<file path="src/rtl/bus_cycle_controller.sv">
// bus_cycle_controller: 68000 bus-cycle terminator generating DTACK_n/VPA_n/BERR_n
// with per-channel wait states, external DTACK, IACK handling and a bus-error watchdog.
module bus_cycle_controller #(
  parameter int NUM_CS = 4,
  parameter int WAIT_W = 4,
  parameter logic [NUM_CS*WAIT_W-1:0] WAIT_STATES = '0,
  parameter logic [NUM_CS-1:0] EXT_MASK = '0,
  parameter logic [6:0] AUTOVEC_MASK = 7'h7F,
  parameter int TO_W = 8,
  parameter int BERR_TIMEOUT = 64
) (
  input  logic              CLK,
  input  logic              RST_n,
  input  logic              AS_n,
  input  logic [2:0]        FC,
  input  logic [2:0]        ADDR_L,
  input  logic [NUM_CS-1:0] CS_n,
  input  logic [NUM_CS-1:0] DTACK_EXT_n,
  input  logic              DTACK_VEC_n,
  input  logic              CNT_CLR,
  output logic              DTACK_n,
  output logic              VPA_n,
  output logic              BERR_n,
  output logic              BUSY,
  output logic [7:0]        BERR_CNT
);
  localparam logic [2:0] S_IDLE = 3'd0, S_WAIT = 3'd1, S_ACK = 3'd2, S_VPA = 3'd3, S_BERR = 3'd4;
  localparam logic [1:0] M_NONE = 2'd0, M_INT = 2'd1, M_EXT = 2'd2, M_VEC = 2'd3;
  localparam logic [7:0] AV = {AUTOVEC_MASK, 1'b0};
  localparam logic [TO_W-1:0] TO = TO_W'(BERR_TIMEOUT);
  logic [2:0] state, nxt;
  logic [1:0] mode, mode_n;
  logic [NUM_CS-1:0] sel, sel_n, cs;
  logic [WAIT_W-1:0] wcnt, wcnt_n, wdec, wfield;
  logic [TO_W-1:0] wd, wd_n, wd_inc;
  logic multi, is_ext, ext_ok, zero, term;
  assign cs = ~CS_n;
  assign multi = |(cs & (cs - NUM_CS'(1)));
  assign is_ext = |(cs & EXT_MASK);
  assign wdec = wcnt == '0 ? '0 : wcnt - WAIT_W'(1);
  // zero means the wait count expires on this edge, so W wait states end at E0+W
  assign zero = wdec == '0;
  assign ext_ok = |(sel & EXT_MASK & ~DTACK_EXT_n);
  assign wd_inc = wd + TO_W'(1);
  assign term = mode == M_INT ? zero :
                mode == M_EXT ? zero && ext_ok :
                mode == M_VEC ? !DTACK_VEC_n : 1'b0;
  assign BUSY = state != S_IDLE;
  always_comb begin
    wfield = '0;
    for (int i = 0; i < NUM_CS; i++)
      if (cs[i]) wfield = WAIT_STATES[i*WAIT_W +: WAIT_W];
  end
  always_comb begin
    nxt = state;
    mode_n = mode;
    sel_n = sel;
    wcnt_n = wcnt;
    wd_n = wd;
    if (state == S_IDLE) begin
      if (!AS_n) begin
        wd_n = '0;
        sel_n = cs;
        wcnt_n = '0;
        if (FC == 3'b111) begin
          mode_n = M_VEC;
          nxt = AV[ADDR_L] ? S_VPA : S_WAIT;
        end else if (multi) begin
          mode_n = M_NONE;
          nxt = S_BERR;
        end else if (|cs) begin
          wcnt_n = wfield;
          mode_n = is_ext ? M_EXT : M_INT;
          nxt = (wfield == '0 && !is_ext) ? S_ACK : S_WAIT;
        end else begin
          mode_n = M_NONE;
          nxt = S_WAIT;
        end
      end
    end else if (state == S_WAIT) begin
      wcnt_n = wdec;
      wd_n = wd_inc;
      nxt = AS_n ? S_IDLE : term ? S_ACK : wd_inc == TO ? S_BERR : S_WAIT;
    end else if (AS_n) begin
      nxt = S_IDLE;
    end
  end
  always_ff @(posedge CLK or negedge RST_n) begin
    if (!RST_n) begin
      state <= S_IDLE;
      mode <= M_NONE;
      sel <= '0;
      wcnt <= '0;
      wd <= '0;
      DTACK_n <= 1'b1;
      VPA_n <= 1'b1;
      BERR_n <= 1'b1;
      BERR_CNT <= '0;
    end else begin
      state <= nxt;
      mode <= mode_n;
      sel <= sel_n;
      wcnt <= wcnt_n;
      wd <= wd_n;
      DTACK_n <= nxt != S_ACK;
      VPA_n <= nxt != S_VPA;
      BERR_n <= nxt != S_BERR;
      BERR_CNT <= CNT_CLR ? '0 :
                  (nxt == S_BERR && state != S_BERR && BERR_CNT != 8'hFF) ? BERR_CNT + 8'd1 : BERR_CNT;
    end
  end
endmodule

</file>
<file path="config.mk">
export PLATFORM = sky130hd
export DESIGN_NAME = bus_cycle_controller
export DESIGN_NICKNAME = d
export VERILOG_FILES = /design/src/rtl/bus_cycle_controller.sv
export SDC_FILE = /design/constraint.sdc
export NUM_CORES = 1
export LEC_CHECK = 0
export CORE_ASPECT_RATIO = 1.25
export CORE_MARGIN = 4
export CORE_UTILIZATION = 40
export DETAILED_ROUTE_END_ITERATION = 16
export GPL_ROUTABILITY_DRIVEN = 0
export PLACE_DENSITY = 0.64
export RECOVER_POWER = 100
export SETUP_SLACK_MARGIN = 0.15
export SLEW_MARGIN = 0
export SYNTH_ARGS = -nofsm -noshare
export SYNTH_HDL_FRONTEND = slang
export SYNTH_SLANG_ARGS = --single-unit
</file>
<file path="constraint.sdc">
create_clock -name CLK -period 3.2 [get_ports CLK]
set_input_delay 0.32 -clock CLK [delete_from_list [all_inputs] [get_ports CLK]]
set_output_delay 0.32 -clock CLK [all_outputs]
set_load 0.05 [all_outputs]
</file>
After elaboration in Yosys (flattened, before gate mapping)
Memory sizes are Yosys's and may differ from the RTL's.
Cells that the tools add are included.
Word-level totals
  output and inout port bits: 12
  input bits: 19
  memory bits (read-only): 8
  flip-flop bits (word level): 28
  memories: 1
Memory list
  (no name shown): words 8, width 1, rd ports 1, clocked after Yosys merged registers in 0, write ports 0, line 67  | nxt = AV[ADDR_L] ? S_VPA : S_WAIT;
Cells by class
  order comparisons: 1
  $add $sub $neg: 4
  mux-type cells: 27
  reductions and logical operators: 13
  eq/ne operators: 13
  bitwise gates (word level): 3
Operators with widths (number)
  2-to-1 mux 8 bit: 5
  2-to-1 mux 3 bit: 9
  adder 8 x 1 -> 8 bit (second input constant): 2
  2-to-1 mux 4 bit: 4
  equality test 8 x 7 -> 1 bit (second input constant): 1
  logical NOT 4 bit: 2
  != test 8 bit (second input constant): 1
  OR reduction 4 bit: 2
  subtractor 4 x 1 -> 4 bit (second input constant): 2
  equality test 3 bit (second input constant): 2
  2-to-1 mux 1 bit: 6
  2-to-1 mux 2 bit: 3
  != test 3 x 2 -> 1 bit (second input constant): 2
  != test 3 bit (second input constant): 2
  bitwise AND 4 bit: 1
  equality test 2 bit (second input constant): 2
  < comparator 3 x 4 -> 1 bit (second input constant): 1
  inverter 4 bit: 1
  AND reduction 2 bit: 2
  nonzero test 2 bit: 2
  equality test 3 x 1 -> 1 bit (second input constant): 1
  logical NOT 3 bit: 1
  nonzero test 3 bit: 1
  equality test 2 x 1 -> 1 bit (second input constant): 1
  4 further kinds: 5

Depth between registers and ports, before layout
Gate-level depths: netlist of run 1.
  word-level depth: 13
  mapped depth: 8
  mapped depth without buffers: 6

Least setup slack after synthesis of run 1
No wires, ideal clock.
  kind: flip-flop to flip-flop
  from: register wd[0]
  to: register BERR_CNT[6]
  setup time: 0.078 ns
  stages on the path, launching flop included: 9
  buffers on the path: 2
  path slack: 0.798 ns
  period minus slack after synthesis: 2.402 ns
  arrival: 2.324 ns
  cells stage by stage: dfrtp_1 -> and3_1 -> buf_6 -> mux2i_1 -> o41a_1 -> or3_4 -> buf_6 -> or4b_1 -> a21oi_1
Between the ends
  word-level cells in the longest chain between the ends: 11
RTL lines
  from (decl): line 35  | logic [TO_W-1:0] wd, wd_n, wd_inc;
  from (signal assigned): line 104  | wd <= wd_n;
  adder 8 x 1 -> 8 bit: line 44  | assign wd_inc = wd + TO_W'(1);
  equality test 8 x 7 -> 1 bit: line 83  | nxt = AS_n ? S_IDLE : term ? S_ACK : wd_inc == TO ? S_BERR : S_WAIT;
  2-to-1 mux 3 bit (3 in series): line 83
  2-to-1 mux 3 bit: line 80  | end else if (state == S_WAIT) begin
  2-to-1 mux 3 bit: line 60  | if (state == S_IDLE) begin
  equality test 3 bit: line 109  | (nxt == S_BERR && state != S_BERR && BERR_CNT != 8'hFF) ? BERR_CNT + 8'd1 : BERR_CNT;
  logical AND 1 bit (2 in series): line 109
  nonzero test 2 bit (no source line)
  to (signal assigned): line 108  | BERR_CNT <= CNT_CLR ? '0 :
  to (decl): line 25  | output logic [7:0] BERR_CNT
Every way passes these cells.
A chain may end at the register's enable or synchronous reset.

Worst setup path in the final report of run 1
  from: register wd[3]
  to: register BERR_CNT[5]
The elaborated chain is that of the path after synthesis.

==> out/metrics.yaml, run 1 <==
hold_path:
  min_path_cells: 1
  holdCritPathClass: "register to register"
  min_from: "wd[7]$_DFFE_PN0P_"
timing:
  fin_tns_setup_ps: 0
  fin_crit_ps: 2650
  clock_skew_ps: 8.21
  rsz0062_at_grt: "no"
  tightest_slew_ps: 1510
  final_max_slew_viol_count: 29
  slew_headroom: -0.00625
  fin_crit_sh: 0.827
  finalSetupViolations: 0
  final_hold_viol_count: 0
  max_freq_ghz: 0.378
clock_tree:
  clk_pin_slew_ps: 100
  holdBufCountCts: 0
  post_cts_buffers: 0
  cts_tree: "done"
  h-tree-depth: 1
  clock_path_buffers: 2
  clk_latency_ps: 270
  cts_resized: 0
  root_buffer: "clkbuf_8"
  numCtsBuffers: 3
  cts.sinks: 28
setup_path:
  critPathArrivalTime_ps: 2840
  crit_path_end_kind: "register"
  cp_slowest_cell: "or4_1"
  cp_slowest_stage_delay_ps: 550
  path_max_fanout: 11
  worst_setup_path_start_kind: "register"
  startpoint: "wd[3]$_DFFE_PN0P_"
  worstPathCellList: "nor4b_4 > mux2i_1 > o41a_1 > or3_1 > or4_1 > a21oi_1"
  reg2regPathDepth: 6
  cp.required_ps: 3400
  worstReg2RegStart: "wd[3]$_DFFE_PN0P_"
  crit_type: "register to register"
pwr:
  p_per_area_nw_per_um2: 454
  power.internal_mw: 0.569
  power.switching_mw: 0.306
  pwr-share-comb: 0.299
  p_leak_nw: 0.807
  p_clk_frac: 0.223
  sw_frac_of_total: 0.350
  worst_ir_drop_vdd_mv: 0.193
  sequentialPowerShare: 0.477
  p_total_mw: 0.875
synth:
  synth_enable_flop_cells: 0
  yosys_warnings: 0
  seq_area_frac_synth: 0.441
  synth_ff_type: "dfrtp_1"
  async_reset_ff_frac: 1.00
  ys_types: 49
  netlist_area_sq_um: 1600
  avgSynthCellArea_sq_um: 9.24
  synthCells: 173
  ys_ff_latch: 28
  syn_nets: 194
run:
  maxCapViolations: 1
route:
  drt_iter0_drc: 111
  wl_met3_um: 149
  drt-vias-per-instance: 5.36
  wirelength_um: 3300
  m1WireLength_um: 1430
  drt_first_pass_iters: 4
  vias: 1357
  wl_met2_um: 1710
  wire_per_inst_um: 13.1
  highest_layer: "met4"
  ant_nets: 0
  remaining_drc_errors: 0
floorplan:
  core_area_sq_um: 3820
  die-area_sq_um: 5080
  rows: 25
  die_w_um: 64.5
  io_pins: 31
  start_util: 0.419
  die_h_um: 78.7
grt:
  grt_pass1_wl_um: 5950
  grt_max_degree: 29
  grt_antenna_before_repair: 0
  grt_overflow: 0
  grt_use_total: 0.145
  grt_pass1_vias: 1398
outcome:
  status: "complete, but fails checks"
  failed_checks: "max-capacitance violations, max-slew violations"
final_layout:
  antennaDiodeCount: 0
  final_util: 0.505
  fin_nets: 221
  area_delta_synth_final_pct: 20.7
  layout-drive-gt1-share: 0.0754
placement:
  hpwlAfterDp_um: 2530
  io_buffers: 26
-- per-layer routing --
metal  track usage  up-vias
li1              -      680
met1         0.172      654
met2         0.259       21
met3        0.0329        2
met4        0.0402        0
met5             0        -
-- synth_stat cells, drive strengths merged (2+ instances only) --
master | number | share of area
a21o | 3 | 0.015
a21oi | 7 | 0.022
a31oi | 3 | 0.012
and3 | 3 | 0.012
buf | 3 | 0.016
clkbuf | 2 | 0.0055
dfrtp | 25 | 0.39
dfstp | 3 | 0.049
ha | 2 | 0.016
inv | 5 | 0.012
mux2 | 4 | 0.028
mux2i | 2 | 0.013
nand2 | 19 | 0.045
nand2b | 3 | 0.012
nand3 | 8 | 0.025
nand3b | 2 | 0.012
nand4 | 4 | 0.016
nor2 | 17 | 0.040
nor2b | 4 | 0.016
nor3 | 4 | 0.013
o21ai | 16 | 0.050
o22ai | 3 | 0.012
o31ai | 4 | 0.019
or3 | 3 | 0.015
or4 | 2 | 0.0094
or4b | 2 | 0.013
xor2 | 3 | 0.016
-- power by group through the flow --
stage | sequential (mW) | clock (mW) | combinational [mW]
floorplan | 0.458 | 0 | 0.156
global placement | 0.425 | 0 | 0.273
detailed placement | 0.425 | 0 | 0.278
CTS | 0.419 | 0.201 | 0.279
global route | 0.423 | 0.217 | 0.293
finish | 0.418 | 0.195 | 0.262
-- cells by family after synthesis --
kind of cell | after synthesis | synth area share
AND/OR/NAND/NOR | 80 | 0.279
AO/OA/AOI/OAI | 41 | 0.156
flip-flops | 28 | 0.441
buffers and inverters | 11 | 0.0399
multiplexers | 6 | 0.0407
XOR/XNOR | 4 | 0.0219
adder cells (fa/ha/maj) | 3 | 0.0219
-- critical path, delay by kind of cell, from the launching register on --
family	cells	cell delay, ps
and+or+nand+nor	3	1390
muxes	1	140
AOI/OAI and AO/OA	2	580
DFF	1	470
-- cells in the final DEF, fill, tap and decap left out, types with 5 or more instances in the layout --
master,netlist,final
a21oi_1,7,7
clkdlybuf4s50_1,0,12
dfrtp_1,25,25
dlygate4sd3_1,1,14
inv_1,5,5
nand2_1,19,19
nand3_1,8,8
nor2_1,17,17
o21ai_0,16,16
-- registers in the layout, indices dropped and copies added, names as in the netlist --
name and count:
state 3, BERR_n 1, DTACK_n 1, wd 8
wcnt 4, mode 2, VPA_n 1, BERR_CNT 8
-- through the flow --
stage          instance area (sq um)  worst slack (ps)  instances  hold WS, ps
6_report                        1930               554        253          518
5_1_grt                         1930               384        253          534
4_1_cts                         1940               646        253          433
3_5_place_dp                    1900               366        249          484
3_3_place_gp                    1900               400        249          463
2_1_floorplan                   1600               798        173         24.4
-- final timing paths --
| check | endpoint | slack [ps] |
|---|---|---|
| worst max-delay path | BERR_CNT[5]$_DFFE_PN0P_ | 550 |
| worst min-delay path | wd[7]$_DFFE_PN0P_ | 520 |
| worst max register to register | BERR_CNT[5]$_DFFE_PN0P_ | 550 |
| worst min register to register | wd[7]$_DFFE_PN0P_ | 520 |
| max in group asynchronous | wd[1]$_DFFE_PN0P_ | 1380 |
| min in group asynchronous | wd[5]$_DFFE_PN0P_ | 940 |
-- cell type report --
class	count	area, sq um
fill	376	1890
tap	54	67.6
clock buffer	4	45.0
multi-input combinational	134	825
timing repair buffer	28	268
sequential	28	704
inverter	5	18.8
No activity file was read; power rests on OpenSTA's default activity.
==> inputs of run 2 (changes only) <==
==> constraint.sdc (replaced) <==
create_clock -name CLK -period 2.66 [get_ports CLK]
set_input_delay 0.266 -clock CLK [delete_from_list [all_inputs] [get_ports CLK]]
set_output_delay 0.266 -clock CLK [all_outputs]
set_load 0.05 [all_outputs]
==> run 2 against run 1 <==
  * Sequential cell count stayed put
  * Clock skew fell by 1.3 ps
  * Critical path type is now input port to register
  * Count of clock-buffer cells in the layout stayed put
  * Largest cell class unchanged
  * The flow still finishes with violations (max-capacitance violations, max-slew violations)
  * Sequential share of layout area down 0.93 points
  * Non-clock buffer count is 5 higher
  * Worst hold slack worse by 31 ps
  * Critical path depth grew 1
  * Via count up 2.4%
  * Total power increased by 26%
==> out/metrics.yaml, run 2 (synthesis results as in run 1) <==
floorplan:
  die_h_um: 78.7  # unchanged
  core_area_sq_um: 3820  # unchanged
  io_pins: 31  # unchanged
  start_util: 0.419  # unchanged
  die-area_sq_um: 5080  # unchanged
  rows: 25  # unchanged
  die_w_um: 64.5  # unchanged
timing:
  finalSetupViolations: 0  # unchanged
  clock_skew_ps: 6.96  # -1.26 ps
  final_hold_viol_count: 0  # unchanged
  hold_slack_ps: 487  # -31.1 ps
  rsz0062_at_grt: "no"
  final.setup.worst_slack_ps: 148  # -406 ps
  slew_headroom: -0.0275  # -0.0213
  fin_tns_setup_ps: 0  # unchanged
  tightest_slew_ps: 1540  # +31.9 ps
  final_max_slew_viol_count: 29  # unchanged
  fin_crit_sh: 0.944
  fin_crit_ps: 2510
  max_freq_ghz: 0.398
setup_path:
  reg2regPathDepth: 6  # unchanged
  cp_slowest_stage_delay_ps: 530  # -20 ps
  worst_setup_path_start_kind: "input port"
  reg2reg_slack_ps: 290  # -260 ps
  crit_type: "input port to register"
  worstPathCellList: "dlygate4sd3_1 > and2b_2 > o21a_1 > o41a_1 > or3_4 > or4_1 > a21oi_1"
  critPathArrivalTime_ps: 2710  # -130 ps
  worstReg2RegStart: "mode[1]$_DFFE_PN0P_"
  cp.required_ps: 2860  # -540 ps
  regToRegEndpoint: "BERR_CNT[5]$_DFFE_PN0P_"
  path_max_fanout: 5  # -6
  crit_path_end_kind: "register"
  cp_slowest_cell: "dlygate4sd3_1"
grt:
  grt_overflow: 0  # unchanged
  grt_max_degree: 29  # unchanged
  grt_pass1_vias: 1436  # +2.7%
  grtUsageMet3: 0.0172  # -0.0157
  grt_pass1_wl_um: 6060  # +1.7%
  grt_antenna_before_repair: 0  # unchanged
  grt_use_total: 0.145  # +0.000386
  busiest_layer: "met2"
  met1_usage: 0.174  # +0.00211
  grt_use_met2: 0.271  # +0.0114
clock_tree:
  clk_pin_slew_ps: 100  # about the same
  h-tree-depth: 1  # unchanged
  clock_path_buffers: 2  # unchanged
  root_buffer: "clkbuf_8"
  numCtsBuffers: 3  # unchanged
  cts_tree: "done"
  clk_latency_ps: 270  # about the same
  cts.sinks: 28  # unchanged
  holdBufCountCts: 0  # unchanged
hold_path:
  min_from: "wd[7]$_DFFE_PN0P_"
  min_to: "wd[7]$_DFFE_PN0P_"
  min_path_cells: 1  # unchanged
  holdCritPathClass: "register to register"
final_layout:
  layout-drive-gt1-share: 0.112  # +0.0368
  reg_top3: "BERR_CNT (8), wd (8), wcnt (4)"
  final_cells: 259  # +2.4%
  antennaDiodeCount: 0  # unchanged
  fin_nets: 227  # +2.7%
  area_delta_synth_final_pct: 24.3
  fin_area_sq_um: 1990  # +3.0%
  fillers: 381  # +1.3%
  final_util: 0.520  # +0.0151
  layout_common_cells: "dfrtp_1 (23), nand2_1 (19), nor2_1 (17), o21ai_0 (16), dlygate4sd3_1 (14)"
  final_common_cell: "dfrtp_1"
route:
  drt-vias-per-instance: 5.36  # about the same
  ant_nets: 0  # unchanged
  vias: 1389  # +2.4%
  drt_first_pass_iters: 4  # unchanged
  remaining_drc_errors: 0  # unchanged
  wire_per_inst_um: 13.6  # +4.1%
  drt_iter0_drc: 91  # -18%
  wirelength_um: 3520  # +6.5%
placement:
  place_area_sq_um: 1920  # +1.2%
  dp.cells: 252  # +1.2%
  hpwlAfterDp_um: 2540  # +0.33%
  place_ws_ps: -116  # -482 ps
  io_buffers: 26  # unchanged
pwr:
  p_total_mw: 1.10  # +26%
  p_leak_nw: 0.835  # +3.4%
  p_per_area_nw_per_um2: 554  # +22%
  worst_ir_drop_vdd_mv: 0.272  # +41%
outcome:
  status: "complete, but fails checks"
  failed_checks: "max-capacitance violations, max-slew violations"
run:
  maxCapViolations: 1  # unchanged
==> run 2: cell types whose count changed in the layout (fill, tap and decap cells not counted), sizes merged <==
cell,change
clkbuf,+1
buf,+4
or3,+1
==> run 2: how the worst max path moves through the flow <==
| stage | start | endpoint | slack [ps] | cells after the start |
|---|---|---|---|---|
| floorplan | wd[0]$_DFFE_PN0P_ | BERR_CNT[6]$_DFFE_PN0P_ | 260 | 8 |
| global placement | DTACK_VEC_n | BERR_CNT[5]$_DFFE_PN0P_ | -80 | 7 |
| detailed placement | DTACK_VEC_n | BERR_CNT[5]$_DFFE_PN0P_ | -120 | 7 |
| CTS | wd[3]$_DFFE_PN0P_ | BERR_CNT[5]$_DFFE_PN0P_ | 150 | 6 |
| global route | DTACK_VEC_n | BERR_CNT[5]$_DFFE_PN0P_ | 90 | 7 |
| finish | DTACK_VEC_n | BERR_CNT[5]$_DFFE_PN0P_ | 150 | 7 |
==> run 2: final cells by class <==
type | count | area (sq um) | area share
clock buffers | 4 | 55.1 | 0.0277
inverters | 5 | 18.8 | 0.00945
multi-input cells | 135 | 836 | 0.421
flip-flops and latches | 28 | 707 | 0.356
well taps | 54 | 67.6 | 0.0340
repair buffers | 33 | 302 | 0.152
==> run 2: what timing repair did <==
action	in CTS	in global routing
cloned	0	1
resized for setup	2	3
setup buffers	0	2
endpoints found under the setup margin	2	7
hold endpoints to repair	0	0
pin swaps	0	2
==> run 2: worst max-delay path, delay by kind of cell <==
family / cells / cell delay (ps)
compound gates: 3 / 800
simple gates: 3 / 1110
buf+inv: 1 / 530
==> run 2: routing by layer <==
layer  vias up  wire, um
met1       665      1530
li1        692         -
met2        28      1850
met3         4       100
met5         -         0
met4         0        36
==> run 2: report_power, final <==
group	leakage (nW)	switching [mW]	internal, mW	total (mW)
sequential	0.372	0.0339	0.468	0.502
clock	0.0288	0.131	0.132	0.263
combinational	0.434	0.216	0.119	0.335
==> inputs of run 3 (changes only) <==
--- a/config.mk
+++ b/config.mk
@@ -5,11 +5,12 @@
 export SDC_FILE = /design/constraint.sdc
 export NUM_CORES = 1
 export LEC_CHECK = 0
+export ABC_AREA = 1
 export CORE_ASPECT_RATIO = 1.25
 export CORE_MARGIN = 4
 export CORE_UTILIZATION = 40
 export DETAILED_ROUTE_END_ITERATION = 16
-export GPL_ROUTABILITY_DRIVEN = 0
+export GPL_ROUTABILITY_DRIVEN = 1
 export PLACE_DENSITY = 0.64
 export RECOVER_POWER = 100
 export SETUP_SLACK_MARGIN = 0.15
==> run 3 against run 2 <==
  * The flow still finishes with violations (max-capacitance violations, max-slew violations)
  * Sequential cell count unchanged
  * Die area up 5.1%
  * Largest power group is now combinational logic
  * Global-route usage up 0.22 points
  * Wire length down 0.11%
  * Synthesized cell count up 26%
  * Total power up 49%
  * Sequential power up 23%
==> out/metrics.yaml, run 3 <==
outcome:
  status: "complete, but fails checks"
  failed_checks: "max-capacitance violations, max-slew violations"
final_layout:
  antennaDiodeCount: 0  # unchanged
  fin_area_sq_um: 2060  # +3.9%
  layout_common_cells: "nand2_1 (54), inv_1 (34), dfrtp_1 (25), nand3_1 (20), nor2_1 (14)"
  reg_top3: "BERR_CNT (8), wd (8), wcnt (4)"
  layout-drive-gt1-share: 0.101  # -0.0114
  fin_nets: 270  # +19%
  fillers: 428  # +12%
  area_delta_synth_final_pct: 22.1
  final_cells: 304  # +17%
  final_common_cell: "nand2_1"
synth:
  avgSynthCellArea_sq_um: 7.75  # -16%
  synth_area_leaders: "dfrtp_1 (37%), nand2_1 (12%), inv_1 (7.1%)"
  synth_top_area_share: 0.370  # -0.0212
  synthCells: 218  # +26%
  syn_nets: 239  # +23%
  async_reset_ff_frac: 1.00  # unchanged
  seq_area_frac_synth: 0.417  # -0.0238
  synth_ff_type: "dfrtp_1"
  yosysMostFrequentCell: "nand2_1"
  ys_types: 30  # -39%
  synth_enable_flop_cells: 0  # unchanged
  yosys_warnings: 0  # unchanged
  ys_ff_latch: 28  # unchanged
  yosys.area.top_type: "dfrtp_1"
  netlist_area_sq_um: 1690  # +5.7%
  synth_commonest_cells: "nand2_1 (53), inv_1 (32), dfrtp_1 (25)"
timing:
  max_freq_ghz: 0.457  # +15%
  rsz0062_at_grt: "no"
  slew_headroom: -0.0302  # -0.00264
  clock_skew_ps: 6.09  # -0.872 ps
  fin_crit_ps: 2190  # -322 ps
  tightest_slew_ps: 1550  # +3.97 ps
  fin_crit_sh: 0.823  # -0.121
  final_max_slew_viol_count: 29  # unchanged
  final_hold_viol_count: 0  # unchanged
  finalSetupViolations: 0  # unchanged
  fin_tns_setup_ps: 0  # unchanged
placement:
  place.gp.congestion: 0.785
  io_buffers: 26  # unchanged
  dp.cells: 300  # +19%
  place_area_sq_um: 2020  # +5.5%
  hpwlAfterDp_um: 2640  # +4.2%
grt:
  grt_use_total: 0.147  # +0.00224
  grt_antenna_before_repair: 0  # unchanged
  grt_pass1_vias: 1492  # +3.9%
  grt_overflow: 0  # unchanged
  grt_pass1_wl_um: 6260  # +3.3%
  grt_max_degree: 29  # unchanged
setup_path:
  reg2reg_slack_ps: 600  # +310 ps
  crit_type: "register to primary output"
  crit_path_end_kind: "primary output"
  cp.required_ps: 2390  # -470 ps
  critPathArrivalTime_ps: 1920  # -790 ps
  path_max_fanout: 4  # -1
  worst_setup_path_start_kind: "register"
clock_tree:
  root_buffer: "clkbuf_8"
  cts_tree: "done"
  post_cts_buffers: 0  # unchanged
  clock_path_buffers: 2  # unchanged
  clk_latency_ps: 270  # about the same
  holdBufCountCts: 0  # unchanged
  numCtsBuffers: 3  # unchanged
  cts_resized: 0  # -2
  clk_pin_slew_ps: 100  # about the same
  h-tree-depth: 1  # unchanged
  cts.sinks: 28  # unchanged
pwr:
  p_leak_nw: 1.04  # +25%
  p_per_area_nw_per_um2: 797  # +44%
  worst_ir_drop_vdd_mv: 0.376  # +38%
run:
  maxCapViolations: 1  # unchanged
route:
  wire_per_inst_um: 11.6  # -15%
  ant_nets: 0  # unchanged
  vias: 1465  # +5.5%
  wirelength_um: 3510  # -0.11%
  remaining_drc_errors: 0  # unchanged
  drt_iter0_drc: 35  # -62%
  drt_first_pass_iters: 4  # unchanged
  drt-vias-per-instance: 4.82  # -10%
floorplan:
  die_w_um: 66.1  # +2.5%
  start_util: 0.412  # -0.00660
  io_pins: 31  # unchanged
  die-area_sq_um: 5330  # +5.1%
  core_area_sq_um: 4100  # +7.4%
  die_h_um: 80.7  # +2.5%
  rows: 26  # +4.0%
hold_path:
  holdCritPathClass: "register to register"
==> run 3: metrics by stage <==
| step | hold slack (ps) | util | total power, mW | worst slack (ps) |
|---|---|---|---|---|
| after global placement | 496 | 0.494 | 1.41 | 589 |
| final | 525 | 0.503 | 1.64 | 470 |
| after floorplan | -29.6 | - | 1.20 | 869 |
| after detailed placement | 515 | 0.494 | 1.42 | 573 |
| after CTS | 376 | 0.507 | 1.69 | 605 |
| after global routing | 548 | 0.503 | 1.76 | 361 |
==> run 3: kinds of logic (layout without fill, tap and decap cells) <==
logic type,count (synthesis),after routing,synth area share
AO/OA/AOI/OAI,24,24,0.0815
AND/OR/NAND/NOR,119,119,0.367
flip-flops,28,28,0.417
XOR/XNOR,6,6,0.0311
adder cells (fa/ha/maj),2,2,0.0148
buffers and inverters,39,69,0.0889
==> run 3: worst paths after layout <==
kind	start	cells after the start	endpoint
worst max-delay path	state[1]$_DFF_PN0_	3	BUSY
worst min-delay path	wcnt[0]$_DFFE_PN0P_	1	wcnt[0]$_DFFE_PN0P_
worst max register to register	wd[0]$_DFFE_PN0P_	12	BERR_CNT[6]$_DFFE_PN0P_
worst min register to register	wcnt[0]$_DFFE_PN0P_	1	wcnt[0]$_DFFE_PN0P_
max in group asynchronous	RST_n	2	state[0]$_DFF_PN0_
min in group asynchronous	RST_n	2	wd[4]$_DFFE_PN0P_
==> run 3: area by class of cell <==
class | instances | area (sq um) | share of cell area
Timing Repair Buffer | 28 | 268 | 0.130
Clock buffer | 4 | 55.1 | 0.0267
Inverter | 37 | 139 | 0.0673
Tap cell | 56 | 70.1 | 0.0340
Sequential cell | 28 | 704 | 0.341
Multi-Input combinational cell | 151 | 827 | 0.401
==> run 3: where the power goes <==
group	leakage (nW)	internal [mW]	switching [mW]
clock	0.0288	0.133	0.137
combinational	0.641	0.238	0.520
sequential	0.370	0.529	0.0865
==> run 3: layer usage <==
metal,vias to the layer above,track usage,wire length [um]
met2,19,0.269,1780
met4,0,0.0305,8
met3,2,0.0238,89
met1,678,0.179,1640
li1,766,-,-
met5,-,0,0
==> run 3: critical path: stages (launching register included) <==
cell	delay (ps)
dfrtp_1	430
nor2_1	280
nand2_1	150
dlygate4sd3_1	790
==> patch, RTL diff (config.mk and constraints of run 1) <==
`WAIT_W`: 4 -> 6.
--- a/src/rtl/bus_cycle_controller.sv
+++ b/src/rtl/bus_cycle_controller.sv
@@ -2,7 +2,7 @@
 // with per-channel wait states, external DTACK, IACK handling and a bus-error watchdog.
 module bus_cycle_controller #(
   parameter int NUM_CS = 4,
-  parameter int WAIT_W = 4,
+  parameter int WAIT_W = 6,
   parameter logic [NUM_CS*WAIT_W-1:0] WAIT_STATES = '0,
   parameter logic [NUM_CS-1:0] EXT_MASK = '0,
   parameter logic [6:0] AUTOVEC_MASK = 7'h7F,
Function: same outputs for any inputs over 10 cycles, from zero or initial values and one cycle with RST_n low; that may be too few to reach the edited logic, so the function may still have changed.
==> patch against run 1 <==
The flow still finishes with violations (capacitance limit, slew limit); setup slack got worse by 300 ps; via count increased by 13%; synthesized cell count increased by 16%; combinational power increased by 26%; routed wire length increased by 19%; power increased by 45%; sequential cell count increased by 2; final area increased by 20%; synthesized area increased by 14%; critical path type unchanged.
==> patch: results (changes against run 1) <==
[metrics] clock transition at the registers of the reported paths: 70 ps (-30 ps)
[metrics] synthesized-area fraction occupied by ao, oa, aoi and oai cells: 17.51% (+1.9 points)
[metrics] wire length of the first global-routing pass: 7010 um (+18%)
[metrics] multi-input logic portion of the cell area: 45.01% (+2.2 points)
[metrics] final period utilization: 91.97% (+9.3 points)
[metrics] Max Cap Violations: 1 (unchanged)
[metrics] detailed-routed wire length on met2: 1942 um (+14%)
[metrics] cell count after synthesis: 200 (+16%)
[metrics] critical path arrival: 3110 ps (+270 ps)
[metrics] Met1 Wirelength: 1777 um (+25%)
[metrics] area taken by flip-flops and latches: 754.5 um2 (+7.1%)
[metrics] post-placement worst setup slack: 246.2 ps (-119.4 ps)
[metrics] GR met1 Demand/Resource: 20.60% (+3.4 points)
[metrics] final design area excluding fillers: 2305 um2 (+20%)
[metrics] synth top area cells: sky130_fd_sc_hd__dfrtp_1 37%, sky130_fd_sc_hd__o21ai_0 6.3%, sky130_fd_sc_hd__dfstp_2 4.3%
[metrics] Starting DRT DRC Count: 59 (-47%)
[metrics] max incr delay on CP: 580 ps (+30 ps)
[metrics] power share of the clock group: 38.0% (+16 points)
[metrics] Overall Global Routing Usage: 15.68% (+1.2 points)
[metrics] mux contribution to synthesized area: 4.893% (+0.82 points)
[metrics] placed wire-length estimate: 2768 um (+9.5%)
[metrics] synthesized netlist net count: 223 (+15%)
[metrics] Post-Place Cells: 278 (+12%)
[metrics] Endpoint, Worst Hold: mode[0]
[metrics] Net count, final: 250 (+13%)
[metrics] worst reg2reg setup slack: 260 ps (-300 ps)
[metrics] cell count of the worst hold path: 2 (+1)
[metrics] fraction of final layout cells with drive strength greater than 1: 11.84% (+4.3 points)
[metrics] violated checks: capacitance limit, slew limit
[metrics] worst IR drop on VDD: 0.3703 mV (+92%)
[metrics] most common library cells after synthesis: 27 x sky130_fd_sc_hd__dfrtp_1, 23 x sky130_fd_sc_hd__o21ai_0, 21 x sky130_fd_sc_hd__nand2_1
[metrics] result of the run: finished with violations
[metrics] max-slew violations: 31 (+6.9%)
patch: changes by cell type in the layout (fill, tap and decap cells not counted), sizes merged, moves of 3 or more:
cell / run 1 / this run
mux2: 4 / 7
o21ai: 16 / 23
nand3: 8 / 11
o31ai: 4 / 1
nor4: 1 / 6
nor2b: 4 / 8
patch: worst reg2reg max path, cell delays in order (launching register included):
cell,delay [ps]
sky130_fd_sc_hd__dfrtp_1,430
sky130_fd_sc_hd__inv_1,130
sky130_fd_sc_hd__ha_2,220
sky130_fd_sc_hd__or3b_4,430
sky130_fd_sc_hd__nor3_4,180
sky130_fd_sc_hd__a2111oi_4,90
sky130_fd_sc_hd__a21o_2,260
sky130_fd_sc_hd__o2bb2ai_4,190
sky130_fd_sc_hd__or4_1,590
sky130_fd_sc_hd__mux2_1,320
